**config.mk**
```make
export PLATFORM = sky130hd
export DESIGN_NAME = ones_spreader
export DESIGN_NICKNAME = d
export VERILOG_FILES = /design/src/rtl/ones_spreader.sv
export SDC_FILE = /design/constraint.sdc
export NUM_CORES = 1
export LEC_CHECK = 0
export ABC_AREA = 1
export BUFFER_PORTS_ARGS = -buffer_cell sky130_fd_sc_hd__clkbuf_2
export CORE_MARGIN = 2
export CORE_UTILIZATION = 25
export CTS_BUF_LIST = sky130_fd_sc_hd__clkbuf_8
export CTS_CLUSTER_DIAMETER = 80
export CTS_CLUSTER_SIZE = 12
export DETAILED_ROUTE_END_ITERATION = 8
export GPL_TIMING_DRIVEN = 0
export MAX_ROUTING_LAYER = met4
export PLACE_DENSITY = 0.52
export SYNTH_ARGS = -nofsm -noshare
export SYNTH_HDL_FRONTEND = slang
export SYNTH_SLANG_ARGS = --single-unit
```
**constraint.sdc**
```tcl
create_clock -name clk -period 2 [get_ports clk]
set_input_delay 0.4 -clock clk [delete_from_list [all_inputs] [get_ports clk]]
set_output_delay 0.4 -clock clk [all_outputs]
set_load 0.02 [all_outputs]
```
**src/rtl/ones_spreader.sv**
```systemverilog
// ---------------------------------------------------------------------------
// ones_spreader
//   Purpose     : takes a ones count over a valid/ready handshake and streams
//                 an N-bit frame, one bit per beat, with exactly that many
//                 ones spread evenly across the frame (Bresenham spacing).
//   Latency     : count accepted on edge t -> bit 0 presented right after t.
//   Backpressure: while out_valid & !out_ready, all beat state holds.
//
// Optional feature macro: ONES_SPREADER_BACK_TO_BACK_EN
//   defined     : in_ready also rises on the last-beat handshake, so a new
//                 frame starts on the next cycle with no bubble. This adds a
//                 combinational path out_ready -> in_ready.
//   not defined : in_ready is high only in IDLE; one idle cycle separates
//                 consecutive frames; in_ready is a pure function of state.
//
// Ports
//   clk        in   1              clock, rising edge
//   rst        in   1              synchronous reset, active-high
//   in_count   in   COUNT_WIDTH+1  requested ones count (saturates to N)
//   in_valid   in   1              in_count valid
//   in_ready   out  1              block can accept a new count
//   out_bit    out  1              current frame bit (bit 0 first)
//   out_valid  out  1              out_bit/out_last valid
//   out_ready  in   1              downstream accepts the beat
//   out_last   out  1              marks frame bit N-1
// ---------------------------------------------------------------------------
module ones_spreader #(
    parameter  int N           = 8,
    localparam int COUNT_WIDTH = $clog2(N)
) (
    input  logic                   clk,
    input  logic                   rst,
    input  logic [COUNT_WIDTH:0]   in_count,
    input  logic                   in_valid,
    output logic                   in_ready,
    output logic                   out_bit,
    output logic                   out_valid,
    input  logic                   out_ready,
    output logic                   out_last
);

    // Accumulator sum needs one extra bit: acc <= N-1 and c <= N, so
    // acc + c <= 2N-1.
    localparam int CW    = COUNT_WIDTH + 1;
    localparam int SUM_W = COUNT_WIDTH + 2;
    localparam int IDX_W = (COUNT_WIDTH < 1) ? 1 : COUNT_WIDTH;

    localparam logic [CW-1:0]    C_MAX    = CW'(N);
    localparam logic [SUM_W-1:0] N_SUM    = SUM_W'(N);
    localparam logic [IDX_W-1:0] IDX_LAST = IDX_W'(N - 1);

    typedef enum logic {
        S_IDLE   = 1'b0,
        S_STREAM = 1'b1
    } state_t;

    // -----------------------------------------------------------------------
    // State
    // -----------------------------------------------------------------------
    state_t            r_state;
    logic [CW-1:0]     r_c;      // captured (saturated) ones count
    logic [CW-1:0]     r_acc;    // Bresenham error accumulator, 0..N-1
    logic [IDX_W-1:0]  r_idx;    // beat index within frame, 0..N-1

    state_t            w_state_nxt;
    logic [CW-1:0]     w_c_nxt;
    logic [CW-1:0]     w_acc_nxt;
    logic [IDX_W-1:0]  w_idx_nxt;

    // -----------------------------------------------------------------------
    // Datapath
    // -----------------------------------------------------------------------
    logic              w_streaming;
    logic              w_is_last;
    logic [SUM_W-1:0]  w_sum;
    logic              w_bit;
    logic [CW-1:0]     w_acc_step;
    logic [CW-1:0]     w_count_sat;
    logic              w_in_hs;
    logic              w_out_hs;

    assign w_streaming = (r_state == S_STREAM);
    assign w_is_last   = (r_idx == IDX_LAST);

    // The current bit is derived from the held accumulator, so it stays
    // stable for free while the beat is stalled: acc only moves on a
    // completed output handshake.
    assign w_sum      = {1'b0, r_acc} + {1'b0, r_c};
    assign w_bit      = (w_sum >= N_SUM);
    assign w_acc_step = w_bit ? CW'(w_sum - N_SUM) : CW'(w_sum);

    assign w_count_sat = (in_count > C_MAX) ? C_MAX : in_count;

    // -----------------------------------------------------------------------
    // Handshakes
    // -----------------------------------------------------------------------
    assign out_valid = w_streaming;
    assign out_bit   = w_streaming & w_bit;
    assign out_last  = w_streaming & w_is_last;

    assign w_out_hs  = out_valid & out_ready;

`ifdef ONES_SPREADER_BACK_TO_BACK_EN
    assign in_ready  = (r_state == S_IDLE) | (w_out_hs & w_is_last);
`else
    assign in_ready  = (r_state == S_IDLE);
`endif

    assign w_in_hs   = in_valid & in_ready;

    // -----------------------------------------------------------------------
    // Next-state logic
    // -----------------------------------------------------------------------
    always_comb begin
        w_state_nxt = r_state;
        w_c_nxt     = r_c;
        w_acc_nxt   = r_acc;
        w_idx_nxt   = r_idx;

        case (r_state)
            S_IDLE: begin
                if (w_in_hs) begin
                    w_state_nxt = S_STREAM;
                    w_c_nxt     = w_count_sat;
                    w_acc_nxt   = '0;
                    w_idx_nxt   = '0;
                end
            end

            S_STREAM: begin
                if (w_out_hs) begin
                    w_acc_nxt = w_acc_step;
                    w_idx_nxt = r_idx + IDX_W'(1);
                    if (w_is_last) begin
                        w_state_nxt = S_IDLE;
                        w_idx_nxt   = '0;
`ifdef ONES_SPREADER_BACK_TO_BACK_EN
                        // A count taken on the last-beat edge restarts the
                        // frame directly, skipping the IDLE cycle.
                        if (w_in_hs) begin
                            w_state_nxt = S_STREAM;
                            w_c_nxt     = w_count_sat;
                            w_acc_nxt   = '0;
                        end
`endif
                    end
                end
            end

            default: begin
                w_state_nxt = S_IDLE;
            end
        endcase
    end

    // -----------------------------------------------------------------------
    // Registers
    // -----------------------------------------------------------------------
    always_ff @(posedge clk) begin
        if (rst) begin
            r_state <= S_IDLE;
            r_c     <= '0;
            r_acc   <= '0;
            r_idx   <= '0;
        end else begin
            r_state <= w_state_nxt;
            r_c     <= w_c_nxt;
            r_acc   <= w_acc_nxt;
            r_idx   <= w_idx_nxt;
        end
    end

endmodule
```
==> summary.md, run 1 <==
| Metric | Value |
|---|---|
| Hold buffer count at cts | `0` |
| GR Util All Layers | `11.6%` |
| Largest net degree at the start of global routing | `11` |
| Worst setup SP type | `register` |
| Setup crit end kind | `output port` |
| Worst vdd ir | `0.406 mV` |
| Max Clock Skew | `0.00161 ns` |
| Reg area | `243 um^2` |
| Final worst path period need | `1.93 ns` |
| Design area | `861 um^2` |
| Final period utilization | `96.7%` |
| Initial drt markers | `11` |
| Worst setup path class | `reg -> out` |
| Crit path max fanout | `2` |
| Largest cells by area after synthesis | `dfxtp_1, ha_1, nand2_1` |
| Filler cells | `267` |
| N_diodes | `0` |
| Max Buffers Root-to-Sink | `2` |
| Maxcap violations | `0` |
| Yosys Warn Count | `0` |
| Vias per std cell | `4.44` |
| Total power | `0.597 mW` |
| First-pass GRT wire length | `2290 um` |
| CTS tree | `done` |
| Post-DR wirelength/cell | `9.91 um` |
| Predominant post-synthesis flop cell | `dfxtp_1` |
| Std-Cell Rows | `18` |
| Clock-pin slew on the worst setup and hold paths | `0.05 ns` |
| Chip height | `54.4 um` |
| Antenna violations before repair | `0` |
| H-tree depth | `1` |
| Worst EP required | `1.60 ns` |
| Area grow syn2layout | `35.4%` |
| Post-synth top area cell | `dfxtp_1` |
| PD cells | `693 mW/mm^2` |
| Max stage delay on crit path | `0.35 ns` |
| Max Transition Viols Final | `0` |
| DRC errors left | `0` |
| Post-synth EDFFs | `0` |
| Layout cells sized above 1 | `31.7%` |
| Mapped Area | `636 um^2` |
| Number of I/O pins | `12` |
| Num CTS Buffers | `3` |
| Asr flop ratio synth | `0%` |
| Die ar. | `0.00296 mm^2` |
| DR vias | `595` |
| Synth cell count leaders | `nand2_1, a21oi_1, dfxtp_1, inv_1` |
| Setup-failing EPs final | `0` |
| DRT Wirelength | `1330 um` |
| Core Area | `0.00243 mm^2` |
| CP max-delay cell | `dfxtp_2` |
| Total grt overflow | `0` |
| Hold slack final | `0.385 ns` |
| Final hold violations | `0` |
| Max_slew headroom | `70.5%` |
| Final Wtd Congestion | `0.712` |
| Seq cells post-synth | `12` |
| Starting Density | `26.1%` |
| Clk Latency, worst-skew pair | `0.24 ns` |
| Tightest Hold Check Type | `in -> reg` |
| Post-DP HPWL | `972 um` |
| Slew @ Worst Pin | `0.442 ns` |
| CTS root buffer | `clkbuf_8` |
| # clock sinks | `12` |
| Share of the synthesized area in the top cell type | `37.8%` |
| DRT Pass-1 Iters | `4` |
| Die width | `54.4 um` |
| Net Count, Synth | `101` |
| Status | `finished, final reports clean` |
| Gate count of the mapped netlist | `86` |
| Post-synthesis sequential area ratio | `37.8%` |
| Crit-path cells | `ha_4, inv_2, fa_2, inv_2, nand3_2, nand3_2, nand2_1, inv_1, clkbuf_8` |
| Dpl cell area | `723 um^2` |
| Worst EP arrival | `1.53 ns` |
| Most numerous cell in the Yosys netlist | `nand2_1` |
| Number of port buffers | `10` |
| RSZ-0062 raised after global routing | `yes` |
| Antenna Nets Post-Route | `0` |
| Area of the multi-input gates | `380 um^2` |
| Synthesized area per cell | `7.39 um^2` |
| Peak Freq | `517 MHz` |
| Static Leak | `0.409 nW` |
| Vias in the first global route | `543` |
| Cell variety after synth | `17` |
| # nets final | `120` |
critical path, delay by kind of cell (launching register included):
| family | cells | cell delay [ns] |
|---|---|---|
| simple gates | 3 | 0.17 |
| buf+inv | 4 | 0.30 |
| flops | 1 | 0.35 |
| fa+ha+maj | 2 | 0.47 |
metal layers:
metal	GRT usage [%]	vias to the layer above	part of all wire, %
met4	6.25	0	1.4
li1	-	317	-
met3	4.10	2	4.0
met2	16.7	11	48
met1	14.1	265	47
met5	-	-	0
final cells by class:
class	instances	area share (%)
multi-input combinational	59	44.2
sequential	12	28.2
timing repair buffer	14	10.3
clock buffer	4	6.40
inverter	14	6.10
tap	30	4.36
buffer	1	0.436
final timing paths:
path | startpoint | to | depth (start not counted) | slack, ns
worst max register to register | r_acc[0] | r_acc[3] | 9 | 0.57
worst min register to register | r_idx[0] | r_idx[0] | 1 | 0.45
worst max-delay path | r_acc[0] | out_bit | 9 | 0.07
worst min-delay path | in_count[2] | r_c[2] | 3 | 0.39
placed cells by master (no fill, tap or decap):
cell       n
a22oi_1    1
nor3_1     1
nor2_2     1
nand2_2    1
inv_2      4
ha_1       4
dfxtp_2    2
nand3_2    2
clkbuf_1   1
o21ai_0    4
clkbuf_8   5
inv_1     10
a21oi_2    1
fa_2       1
nand3_1    4
clkbuf_2   9
a21oi_1   12
ha_4       2
nand2_1   19
dfxtp_1   10
nand2_4    1
nor2_1     4
buf_4      4
o22ai_1    1
what timing repair did:
action	in CTS	in global routing
setup endpoints to repair	1	1
pin swaps	2	0
endpoints found under the hold margin	0	0
setup buffers	1	3
gates resized for setup	10	4
registers in the layout, indices dropped and copies added, names as in the netlist:
name	cells
out_valid	1
r_c	4
r_acc	4
r_idx	3
stage by stage:
stage / util [%] / setup WS [ns] / TNS, ns / cells
3_3_place_gp: 29.7 / 0.116 / 0 / 126
3_5_place_dp: 29.7 / 0.120 / 0 / 126
2_1_floorplan: - / 0.289 / 0 / 86
6_report: 35.4 / 0.0653 / 0 / 134
4_1_cts: 33.7 / 0.0349 / 0 / 131
5_1_grt: 35.4 / -0.0232 / -0.0232 / 134
power by group:
group          internal [mW]  total (mW)  switching [mW]  leakage, nW
logic                 0.0292      0.0746          0.0454        0.281
registers              0.249       0.256         0.00788       0.0988
clock network          0.174       0.266          0.0918       0.0288
total                  0.452       0.597           0.145        0.409
cells by family after synthesis:
kind of cell | after synthesis | synth area share, %
simple gates | 33 | 22.8
buf+inv | 15 | 8.86
flops | 12 | 37.8
fa+ha+maj | 7 | 15.0
compound gates | 19 | 15.6
(Power assumes the default switching activity.)
==> inputs of run 2 (changes only) <==
ABC_AREA = 0   (was 1)
TNS_END_PERCENT = 50   (was not set)
==> run 2 against run 1 <==
  * The flow now finishes with violations (setup timing)
  * Sequential power shrank 2%
  * Power shrank 12%
  * Largest cell class unchanged
  * Routed wire length shrank 5.5%
==> summary.md, run 2 <==
| Metric | Value |
|---|---|
| Slew @ Worst Pin | `0.434 ns (-0.00786 ns)` |
| R2r endpoint | `r_acc[3]` |
| Final Wtd Congestion | `0.787 (+11%)` |
| Vias per std cell | `4.57 (+2.8%)` |
| Peak Freq | `490 MHz (-5.1%)` |
| Max Clock Skew | `0.00118 ns (-0.000425 ns)` |
| H-tree depth | `1 (unchanged)` |
| Failing checks | `setup timing` |
| Core Area | `0.00228 mm^2 (-6.4%)` |
| Antenna Nets Post-Route | `0 (unchanged)` |
| Final period utilization | `102% (+5.2 points)` |
| Largest cells by area after synthesis | `dfxtp_1, ha_1, a21oi_1` |
| Final worst path period need | `2.04 ns (+0.104 ns)` |
| Status | `complete, but fails checks` |
| Reg2reg path depth | `8 (-1)` |
| Asr flop ratio synth | `0% (unchanged)` |
| Worst vdd ir | `0.323 mV (-20%)` |
| Starting Density | `27.0% (+0.86 points)` |
| Die width | `53.6 um (-1.6%)` |
| Hold slack final | `0.376 ns (-0.00962 ns)` |
| Number of port buffers | `11 (+1)` |
| Final WS setup | `-0.0392 ns (-0.104 ns)` |
| Synthesized area per cell | `8.90 um^2 (+20%)` |
| Setup-failing EPs final | `1 (+1)` |
| Post-DP HPWL | `973 um (about the same)` |
| Clock-pin slew on the worst setup and hold paths | `0.05 ns (about the same)` |
| Biggest registers after layout | `r_acc: 4 flops, r_c: 4 flops, r_idx: 3 flops` |
| # clock sinks | `12 (unchanged)` |
| HP Start | `rst` |
| Number of I/O pins | `12 (unchanged)` |
| GR Util All Layers | `11.8% (+0.23 points)` |
| Antenna violations before repair | `0 (unchanged)` |
| DRT Wirelength | `1260 um (-5.5%)` |
| Worst EP arrival | `1.64 ns (+0.11 ns)` |
| Yosys Warn Count | `0 (unchanged)` |
| Seq cells post-synth | `12 (unchanged)` |
| Max_slew headroom | `71.1% (+0.52 points)` |
| Final hold violations | `0 (unchanged)` |
| CTS tree | `done` |
| DRC errors left | `0 (unchanged)` |
| Synth cell count leaders | `dfxtp_1, a21oi_1, nor2_1` |
| Worst setup SP type | `register` |
| PD cells | `644 mW/mm^2 (-7.2%)` |
| Gate count of the mapped netlist | `69 (-20%)` |
| Clk Latency, worst-skew pair | `0.24 ns (about the same)` |
| RSZ-0062 raised after global routing | `yes` |
| Critical R2R Launch | `r_acc[0]` |
| Post-synth top area cell | `dfxtp_1` |
| DR vias | `525 (-12%)` |
| Total grt overflow | `0 (unchanged)` |
| Initial drt markers | `3 (-8)` |
| Worst Hold Depth | `2 (-1)` |
| Predominant post-synthesis flop cell | `dfxtp_1` |
| Net Count, Synth | `84 (-17%)` |
| Mapped Area | `614 um^2 (-3.3%)` |
| Post-DR wirelength/cell | `10.9 um (+10%)` |
| Std-Cell Rows | `17 (-1)` |
| Worst EP required | `1.60 ns (about the same)` |
| Hold buffer count at cts | `0 (unchanged)` |
| Post-synth EDFFs | `0 (unchanged)` |
| Setup crit end kind | `output port` |
| Share of the synthesized area in the top cell type | `39.1% (+1.3 points)` |
| Worst setup path class | `reg -> out` |
| Die ar. | `0.00287 mm^2 (-3.1%)` |
| Most numerous cell in the Yosys netlist | `dfxtp_1` |
| Cell variety after synth | `21 (+4)` |
| WHS Endpoint | `out_valid` |
| Num CTS Buffers | `3 (unchanged)` |
| Total power | `0.526 mW (-12%)` |
| Chip height | `53.6 um (-1.6%)` |
| R2R setup slack | `0.44 ns (-0.13 ns)` |
| CTS root buffer | `clkbuf_8` |
| Max Buffers Root-to-Sink | `2 (unchanged)` |
| Layout cells sized above 1 | `35.6% (+3.9 points)` |
| Vias in the first global route | `539 (-0.74%)` |
| Area grow syn2layout | `33.0%` |
| Largest net degree at the start of global routing | `11 (unchanged)` |
| Crit path max fanout | `2 (unchanged)` |
| Maxcap violations | `0 (unchanged)` |
| DRT Pass-1 Iters | `4 (unchanged)` |
| Max Transition Viols Final | `0 (unchanged)` |
| Tightest Hold Check Type | `in -> reg` |
| Commonest non-fill, non-tap cell in the layout | `clkbuf_2` |
| # nets final | `104 (-13%)` |
| First-pass GRT wire length | `2280 um (-0.31%)` |
| Static Leak | `0.354 nW (-13%)` |
| N_diodes | `0 (unchanged)` |
| Post-synthesis sequential area ratio | `39.1% (+1.3 points)` |
| Most frequent cells in the layout | `clkbuf_2, nor2_1, dfxtp_1` |
## run 2: changes by cell type after synthesis, sizes merged, moves of 3 or more
cell / before / now
nor2: 5 / 9
inv: 14 / 6
nand3b: 0 / 3
o21ai: 4 / 0
a21oi: 13 / 8
nand2: 21 / 7
nand3: 6 / 0
a22oi: 1 / 4
## run 2: layer usage
layer	GRT usage, %	part of all wire, %
met1	14.5	47
met2	17.3	47
met3	2.78	3.7
met4	7.69	2.8
met5	-	0
## run 2: worst max-delay path by stage
| stage | to | startpoint |
|---|---|---|
| 3_5_place_dp | out_bit | r_c[0] |
| 4_1_cts | out_bit | r_acc[0] |
| 5_1_grt | out_bit | r_c[1] |
| 3_3_place_gp | out_bit | r_c[0] |
| 6_report | out_bit | r_acc[0] |
| 2_1_floorplan | out_bit | r_c[0] |
## run 2: where the power goes
group          total, mW  internal, mW  switching (mW)  leakage, nW
Combinational     0.0583        0.0242          0.0341        0.233
Clock              0.215         0.132          0.0830       0.0216
Sequential         0.252         0.246         0.00635       0.0998
Total              0.526         0.402           0.123        0.354
## run 2: worst max-delay path, cell delays in order (launching register included)
cell	delay (ns)
dfxtp_2	0.35
ha_4	0.14
inv_2	0.04
fa_2	0.36
inv_2	0.06
a311oi_2	0.10
a21oi_1	0.19
buf_4	0.16
## run 2: logic make-up after synthesis
group / synth area share [%]
XOR/XNOR: 2.85
adder cells (fa/ha/maj): 15.5
flip-flops: 39.1
AND/OR/NAND/NOR: 19.6
buffers and inverters: 5.09
AO/OA/AOI/OAI: 17.9
## run 2: cell type report
class	instances	area (um^2)
multi-input cells	49	374
clock buffers	3	41.3
well taps	28	35.0
repair buffers	15	87.6
plain buffers	2	8.76
fillers	241	1460
inverters	6	22.5
flip-flops and latches	12	248
## run 2: per-stage QoR
| step | area, um^2 | utilization [%] | setup slack (ns) | setup TNS, ns | std cells |
|---|---|---|---|---|---|
| final | 817 | 35.9 | -0.0392 | -0.0392 | 115 |
| after global placement | 704 | 31.0 | 0.117 | 0 | 108 |
| after floorplan | 614 | - | 0.159 | 0 | 69 |
| after CTS | 815 | 35.8 | -0.0402 | -0.0402 | 115 |
| after global routing | 817 | 35.9 | -0.0953 | -0.0953 | 115 |
| after detailed placement | 704 | 31.0 | 0.100 | 0 | 108 |
## run 2: timing repair
action                                  in CTS  in global routing
pin swaps                                    7                  3
buffers inserted                             4                  0
endpoints found under the setup margin       1                  1
resized for setup                           12                  2
